[config.mk]
export PLATFORM = sky130hd
export DESIGN_NAME = sap_datapath
export DESIGN_NICKNAME = d
export VERILOG_FILES = /design/src/rtl/sap_datapath.sv
export SDC_FILE = /design/constraint.sdc
export NUM_CORES = 1
export LEC_CHECK = 0
export ABC_AREA = 1
export BUFFER_PORTS_ARGS = -buffer_cell sky130_fd_sc_hd__buf_4
export CORE_UTILIZATION = 30
export DETAILED_ROUTE_END_ITERATION = 6
export GPL_ROUTABILITY_DRIVEN = 0
export MAX_ROUTING_LAYER = met4
export SYNTH_ARGS = -nofsm -noshare
export SYNTH_HDL_FRONTEND = slang
export SYNTH_SLANG_ARGS = --single-unit
[constraint.sdc]
create_clock -name clock -period 2.1 [get_ports clock]
set_clock_uncertainty 0.2 [all_clocks]
set_input_delay 0.105 -clock clock [delete_from_list [all_inputs] [get_ports clock]]
set_output_delay 0.105 -clock clock [all_outputs]
set_load 0.01 [all_outputs]
[src/rtl/sap_datapath.sv]
// SAP-1 style 8-bit datapath: PC, MAR, 16x8 RAM, IR, A, B, OUT around a prioritised W bus.
// Optional build macro SAP_FLAGS_EN adds registered carry/zero flags and their ports.
module sap_datapath (
  input  logic        clock,
  input  logic        reset_n,
  input  logic [11:0] control_word,
  input  logic        prog_we,
  input  logic [3:0]  prog_addr,
  input  logic [7:0]  prog_data,
  output logic [3:0]  instruction,
  output logic [7:0]  out_value,
  output logic        bus_conflict
`ifdef SAP_FLAGS_EN
  ,
  output logic        carry,
  output logic        zero
`endif
);

  typedef struct packed {
    logic cp, ep, lm_n, ce_n, li_n, ei_n, la_n, ea, su, eu, lb_n, lo_n;
  } ctrl_t;

  ctrl_t ctrl;
  assign ctrl = ctrl_t'(control_word);

  logic [3:0] pc_q, pc_d, mar_q, mar_d;
  logic [7:0] ir_q, ir_d, a_q, a_d, b_q, b_d, out_q, out_d;
  logic [7:0] mem [16];
  logic [7:0] bus, b_op, alu_result;
  logic [2:0] n_drivers;

  // Subtraction is A + ~B + 1; the +1 comes in as the carry-in.
  assign b_op = ctrl.su ? ~b_q : b_q;
`ifdef SAP_FLAGS_EN
  logic alu_carry;
  assign {alu_carry, alu_result} = {1'b0, a_q} + {1'b0, b_op} + 9'(ctrl.su);
`else
  assign alu_result = a_q + b_op + 8'(ctrl.su);
`endif

  assign n_drivers = 3'(ctrl.ep) + 3'(!ctrl.ce_n) + 3'(!ctrl.ei_n) + 3'(ctrl.ea) + 3'(ctrl.eu);
  assign bus_conflict = (n_drivers >= 3'd2);

  // NOTE: every always_comb output gets a default first so no path can leave it unassigned (no latch).
  always_comb begin
    bus = 8'h00;
    if (ctrl.ep)          bus = {4'h0, pc_q};
    else if (!ctrl.ce_n)  bus = mem[mar_q];
    else if (!ctrl.ei_n)  bus = {4'h0, ir_q[3:0]};
    else if (ctrl.ea)     bus = a_q;
    else if (ctrl.eu)     bus = alu_result;
  end

  always_comb begin
    pc_d  = ctrl.cp    ? pc_q + 4'd1 : pc_q;
    mar_d = !ctrl.lm_n ? bus[3:0]    : mar_q;
    ir_d  = !ctrl.li_n ? bus         : ir_q;
    a_d   = !ctrl.la_n ? bus         : a_q;
    b_d   = !ctrl.lb_n ? bus         : b_q;
    out_d = !ctrl.lo_n ? bus         : out_q;
  end

  // NOTE: sequential state uses non-blocking assignments so every register samples the pre-edge bus.
  always_ff @(posedge clock or negedge reset_n) begin
    if (!reset_n) begin
      pc_q  <= '0;
      mar_q <= '0;
      ir_q  <= '0;
      a_q   <= '0;
      b_q   <= '0;
      out_q <= '0;
    end else begin
      pc_q  <= pc_d;
      mar_q <= mar_d;
      ir_q  <= ir_d;
      a_q   <= a_d;
      b_q   <= b_d;
      out_q <= out_d;
    end
  end

  // NOTE: the program RAM has no reset, so a loaded program survives reset_n.
  always_ff @(posedge clock) begin
    if (prog_we) mem[prog_addr] <= prog_data;
  end

`ifdef SAP_FLAGS_EN
  logic carry_q, zero_q;

  always_ff @(posedge clock or negedge reset_n) begin
    if (!reset_n) begin
      carry_q <= 1'b0;
      zero_q  <= 1'b0;
    end else if (!ctrl.la_n && ctrl.eu) begin
      carry_q <= alu_carry;
      zero_q  <= (alu_result == 8'h00);
    end
  end

  assign carry = carry_q;
  assign zero  = zero_q;
`endif

  assign instruction = ir_q[7:4];
  assign out_value   = out_q;

endmodule

==> results of run 1 <==
cell usage after synthesis, drive strengths merged:
master / count / area (µm²)
nor2: 77 / 289.0
inv: 27 / 106.4
dfrtp: 40 / 1001
nor3: 1 / 5.000
o21ai: 41 / 205.2
xor2: 8 / 70.07
nand3: 108 / 540.5
o211ai: 15 / 112.6
a21oi: 15 / 82.58
clkinv: 3 / 11.26
nand4: 4 / 25.02
ha: 8 / 100.1
clkbuf: 9 / 35.03
xnor2: 1 / 8.760
nand3b: 5 / 37.54
a22oi: 1 / 7.510
edfxtp: 128 / 3844
or2: 5 / 31.28
buf: 25 / 191.4
a21o: 1 / 7.510
nand2: 201 / 764.5
fa: 2 / 40.04
power groups by stage:
| stage | registers [mW] | clock network, mW | logic, mW |
|---|---|---|---|
| 6_report | 4.02 | 3.05 | 2.72 |
| 5_1_grt | 4.05 | 3.25 | 3.02 |
| 4_1_cts | 4.02 | 3.10 | 2.53 |
| 3_5_place_dp | 4.08 | 0 | 2.46 |
| 3_3_place_gp | 4.08 | 0 | 2.44 |
| 2_1_floorplan | 4.04 | 0 | 1.65 |
stage by stage:
stage / TNS, ps / hold slack (ps)
after global placement: 0 / -77.10
after detailed placement: 0 / -75.24
after floorplan: 0 / -390.6
after CTS: 0 / 2.380
after global routing: -2916 / 24.98
final: -48.15 / 4.925
path summary, 6_finish.rpt:
path	depth (start not counted)	slack (ps)	end	from
worst max-delay path	8	-30	mar_q[1]	b_q[1]
worst min-delay path	7	5	b_q[6]	control_word[2]
worst max register to register	8	-30	mar_q[1]	b_q[1]
worst min register to register	2	270	ir_q[0]	ir_q[0]
max in group asynchronous	4	190	pc_q[0]	reset_n
min in group asynchronous	3	530	a_q[0]	reset_n
cell type report:
cell class | instances | area, µm²
fill | 2397 | 15110
sequential | 168 | 4846
multi-input combinational | 493 | 2450
timing repair buffer | 109 | 948.4
clock buffer | 17 | 425.4
tap | 324 | 405.4
clock inverter | 15 | 155.1
inverter | 30 | 117.6
cell families (layout without fill, tap and decap cells):
family	Yosys count	after routing	share of synthesized area, %
buffers and inverters	64	171	4.578
XOR/XNOR	9	9	1.049
flip-flops	168	168	64.46
AND/OR/NAND/NOR	401	401	22.52
AO/OA/AOI/OAI	73	73	5.527
adder cells (fa/ha/maj)	10	10	1.865
state kept, by name, indices dropped and copies added, names as in the netlist:
name,cells
out_value,8
pc_q,4
mar_q,4
b_q,8
a_q,8
mem,128
ir_q,8
routing by layer:
layer | track usage, % | vias up | wire, µm
met5 | - | - | 0
met4 | 4.416 | 0 | 276
met3 | 4.026 | 25 | 1067
met2 | 23.72 | 178 | 8871
met1 | 20.25 | 2673 | 8735
li1 | - | 2679 | -
repair_timing:
item,in CTS,in global routing
setup endpoints to repair,3,32
gates resized for setup,1,33
cloned,0,1
hold endpoints to repair,208,0
buffers inserted,2,6
pin swaps,2,20
hold buffers,20,0
worst max-delay path, stage by stage (launching register included):
cell	delay (ps)
dfrtp_1	420
xor2_2	220
fa_2	470
a22oi_2	180
o21ai_1	80
a21oi_1	180
nand2_2	120
nand3_1	110
nand2_1	60
==> impl_results.md, run 1 <==
* Run status: complete, but fails checks
* Failing checks: setup timing
* Power density over the cells at 1047 mW/mm²
* CP endpoint kind: flip-flop
* Seq/Total Area, Yosys at 64.46%
* Gate count of the mapped netlist at 725
* Switching share of power at 33.49%
* Via/cell ratio at 4.805
* Largest net degree at the start of global routing at 44
* Core Box Area at 0.02446 mm²
* Die Y at 160.3 µm
* Final hold viol count at 0
* Rel. slew slack at 67.60%
* Dpl cells at 1095
* Clock power share at 31.1%
* Share of cells above drive strength 1 at 19.83%
* IO Count at 40
* Area growth syn-to-layout at 24.37%
* Comb pwr share at 27.8%
* Initial DRC Count at 407
* Vias after detailed routing at 5555
* P_leak at 3.786 nW
* Syn Nets at 762
* Synthesized cell area at 0.007516 mm²
* Buffers on Ports at 39
* Vias in the first global route at 5310
* Place WS at 15.17 ps
* Unrepaired setup endpoints after global routing: yes
* Final worst setup slack at -30.81 ps
* Final WL at 18950 µm
* Internal Power at 6.506 mW
* Warnings, synthesis at 0
* Worst-Skew Late Latency at 440 ps
* Mapped Avg Cell Area at 10.37 µm²
* Antenna violations before repair at 0
* CTS tree: done
* Tcrit/Tclk final at 101.5%
* Critical path class: reg -> reg
* CTS buffer count at 17
* Critical path startpoint category: flip-flop
* Htree depth at 4
* Fin nets at 856
* Cell area after layout at 0.009348 mm²
* Placed cell areas at 0.008359 mm²
* Count of cell types in the netlist at 30
* Hold crit path type: in -> reg
* Most common cell after layout, fill and taps aside: nand2_1
* Final std cells w/o fill at 1156
* Max-slew violations at 0
* Worst Path Max Fanout at 5
* CTS Sinks at 168
* Arrival @ worst endpoint at 2260 ps
* Req. time, crit path at 2230 ps
* Initial Utilization at 30.72%
* First-pass GRT wire length at 29150 µm
* Die area at 0.02569 mm²
* Worst-path clk slew at 70 ps
* Synth Register Bits at 168
* GR Overflow Total at 0
* ANT nets after route at 0
* Worst-Margin Slew at 486.1 ps
* Antenna cell count at 0
* DPL Wire Length at 12230 µm
* Total Routing Usage GR at 15.52%
* Post-route minimum period at 2131 ps
* Num rows at 57
* Root buffer selected by CTS: clkbuf_16
* Most frequent cells in the layout: nand2_1 (188), edfxtp_1 (128), nand3_1 (96)
* Peak VDD IR at 577.9 µV
* Switch Pwr at 3.276 mW
* Die width at 160.3 µm
* Util after Layout at 38.21%
* Final setup vio count at 3
* First-pass DRT Iterations at 5
* Per-cell routed wire length at 16.39 µm
* DRC Markers at 0
* Clock Tree Buf Depth at 2
* Register share of total power at 41.1%
* Total power at 9.783 mW
* Max-Cap Viols at 0
* Fmax at 0.4693 GHz
Power figures use the tool's default switching activity.
==> run 2, diff against run 1 <==
CORE_UTILIZATION = 40   (was 30)
==> run 2 against run 1 <==
The flow finishes with violations (DRC, hold timing, setup timing). Clock-buffer cell count grew 4. Combinational power is essentially flat. Critical path depth grew 5. Sequential cell count is the same. Total power shrank 0.40%. Register-to-register slack is essentially flat. Cell count shrank 9.1%. First-iteration DRC count shrank 9.6%. Sequential power is essentially flat. Worst setup slack gained 3.0 ps. Wire length shrank 5.3%. Die area shrank 25%. Critical path type unchanged. Highest routed layer unchanged.
==> impl_results.md, run 2 (synthesis results as in run 1) <==
* Run status: complete, but fails checks
* Failing checks: DRC, hold timing, setup timing
* Rel. slew slack at 55.29% (-12 points)
* Critical path startpoint category: flip-flop
* Vias after detailed routing at 5478 (-1.4%)
* Max reg flops at 128 (unchanged)
* Root buffer selected by CTS: clkbuf_16
* DRC Markers at 3 (+3)
* Die area at 0.01934 mm² (-25%)
* Max-Cap Viols at 0 (unchanged)
* ANT nets after route at 0 (unchanged)
* Clock power share at 30.3% (-0.8 points)
* FILL cells at 1632 (-32%)
* Worst-path clk slew at 70 ps (about the same)
* Final worst setup slack at -27.80 ps (+3.007 ps)
* Total Routing Usage GR at 19.78% (+4.3 points)
* P_leak at 3.756 nW (-0.78%)
* Final WL at 17950 µm (-5.3%)
* Initial Utilization at 41.28% (+11 points)
* Tcrit/Tclk final at 101.3% (-0.14 points)
* Multi-input combinational cell area at 0.002522 mm² (+3.0%)
* FF+latch area at 0.004846 mm² (unchanged)
* Worst Path Max Fanout at 5 (unchanged)
* Worst hold slack at -4.940 ps (-9.865 ps)
* Critical path class: reg -> reg
* Post-route minimum period at 2128 ps (-3.006 ps)
* Buffers on Ports at 39 (unchanged)
* Antenna cell count at 0 (unchanged)
* Die Y at 139.1 µm (-13%)
* GR Overflow Total at 0 (unchanged)
* Area growth syn-to-layout at 22.42%
* Switch Pwr at 3.154 mW (-3.7%)
* CTS buffer count at 17 (unchanged)
* Comb pwr share at 28.3% (+0.5 points)
* Worst-Skew Late Latency at 430 ps (about the same)
* Unrepaired setup endpoints after global routing: yes
* Num rows at 49 (-14%)
* Total power at 9.744 mW (-0.40%)
* Fmax at 0.4700 GHz (+0.14%)
* Die width at 139.1 µm (-13%)
* Final hold viol count at 6 (+6)
* Clock Tree Buf Depth at 2 (unchanged)
* Switching share of power at 32.37% (-1.1 points)
* First-pass GRT wire length at 27960 µm (-4.1%)
* Core Box Area at 0.01821 mm² (-26%)
* Hold crit path type: in -> async
* CTS tree: done
* CTS Sinks at 168 (unchanged)
* Register bank with the most flops: mem
* First-pass DRT Iterations at 7 (+2)
* Final setup vio count at 11 (+8)
* Util after Layout at 50.53% (+12 points)
* IO Count at 40 (unchanged)
* Vias in the first global route at 5240 (-1.3%)
* Power density over the cells at 1059 mW/mm² (+1.2%)
* Register share of total power at 41.4% (+0.3 points)
* CP endpoint kind: flip-flop
* Most common cell after layout, fill and taps aside: nand2_1
* Most frequent cells in the layout: nand2_1 (183), edfxtp_1 (128), nand3_1 (88)
* DPL Wire Length at 11670 µm (-4.6%)
* Via/cell ratio at 5.212 (+8.5%)
* Share of cells above drive strength 1 at 20.80% (+0.97 points)
* Per-cell routed wire length at 17.08 µm (+4.2%)
* Max-slew violations at 0 (unchanged)
* Largest net degree at the start of global routing at 41 (-6.8%)
* Worst-Margin Slew at 668.2 ps (+182.1 ps)
* Req. time, crit path at 2220 ps (about the same)
* Peak VDD IR at 629.7 µV (+9.0%)
* Internal Power at 6.590 mW (+1.3%)
* Arrival @ worst endpoint at 2250 ps (about the same)
* Initial DRC Count at 368 (-9.6%)
* Htree depth at 4 (unchanged)
* Fin nets at 846 (-1.2%)
* Antenna violations before repair at 0 (unchanged)
## run 2: cell count changes in the layout (fill, tap and decap cells not counted), moves of 3 or more
cell      delta
buf_4       -11
clkinv_8     -3
nand2_1      -5
nand2_2      +4
nand3_1      -8
nand3_2      +8
o21ai_1      -3
## run 2: layout make-up
type,instances,area share (%)
tap,229,3.114
clock buffer,21,5.235
sequential,168,52.67
clock inverter,11,0.8839
multi-input combinational,493,27.41
inverter,30,1.305
timing repair buffer,99,9.383
## run 2: path summary, 6_finish.rpt
path / start / endpoint / slack [ps] / depth (start not counted)
max: b_q[2] / b_q[3] / -30 / 13
min: reset_n / pc_q[2] / -5 / 2
max reg2reg: b_q[2] / b_q[3] / -30 / 13
min reg2reg: pc_q[3] / pc_q[3] / 270 / 1
max in group asynchronous: reset_n / mar_q[0] / 1300 / 2
min in group clock: control_word[4] / b_q[7] / 0 / 6
## run 2: per-layer routing
layer  GRT usage, %  share of wire [%]
met4          7.485                1.9
met1          25.25                 45
met2          31.55                 49
met5              -                  0
met3          3.453                3.7
## run 2: per-stage QoR
stage,hold slack [ps],setup TNS (ps),cell area [µm²],std cells,setup slack (ps)
after detailed placement,-80.50,-276.3,8203,995,-86.45
after global placement,-82.65,-153.0,8203,995,-90.84
after floorplan,-390.6,0,7516,725,116.8
after global routing,15.52,-3279,9201,1051,-151.6
after CTS,-29.48,-10.18,9007,1047,-10.18
final,-4.940,-145.1,9201,1051,-27.80
## run 2: power groups by stage
stage | Clock, mW | Sequential, mW | Combinational (mW)
after global routing | 3.14 | 4.06 | 3.06
after CTS | 3.01 | 4.03 | 2.56
after global placement | 0 | 4.09 | 2.41
final | 2.95 | 4.04 | 2.75
after detailed placement | 0 | 4.10 | 2.45
after floorplan | 0 | 4.04 | 1.65
## run 2: critical path: stages (launching register included)
cell and delay (ps):
dfrtp_1 390, xor2_1 150, ha_1 360, nand2_1 70, inv_1 60, nand2_2 60
nand2_2 90, nand2_1 80, nand3_2 70, nand2_2 60, a21oi_2 160, nand2_2 120
nand3_1 90, nand2_1 50
## run 2: what timing repair did
item,4_1_cts,5_1_grt
hold endpoints to repair,208,3
hold buffers,19,1
pin swaps,6,20
setup endpoints to repair,14,36
buffers inserted,1,3
gates resized for setup,11,43
gates cloned,0,0
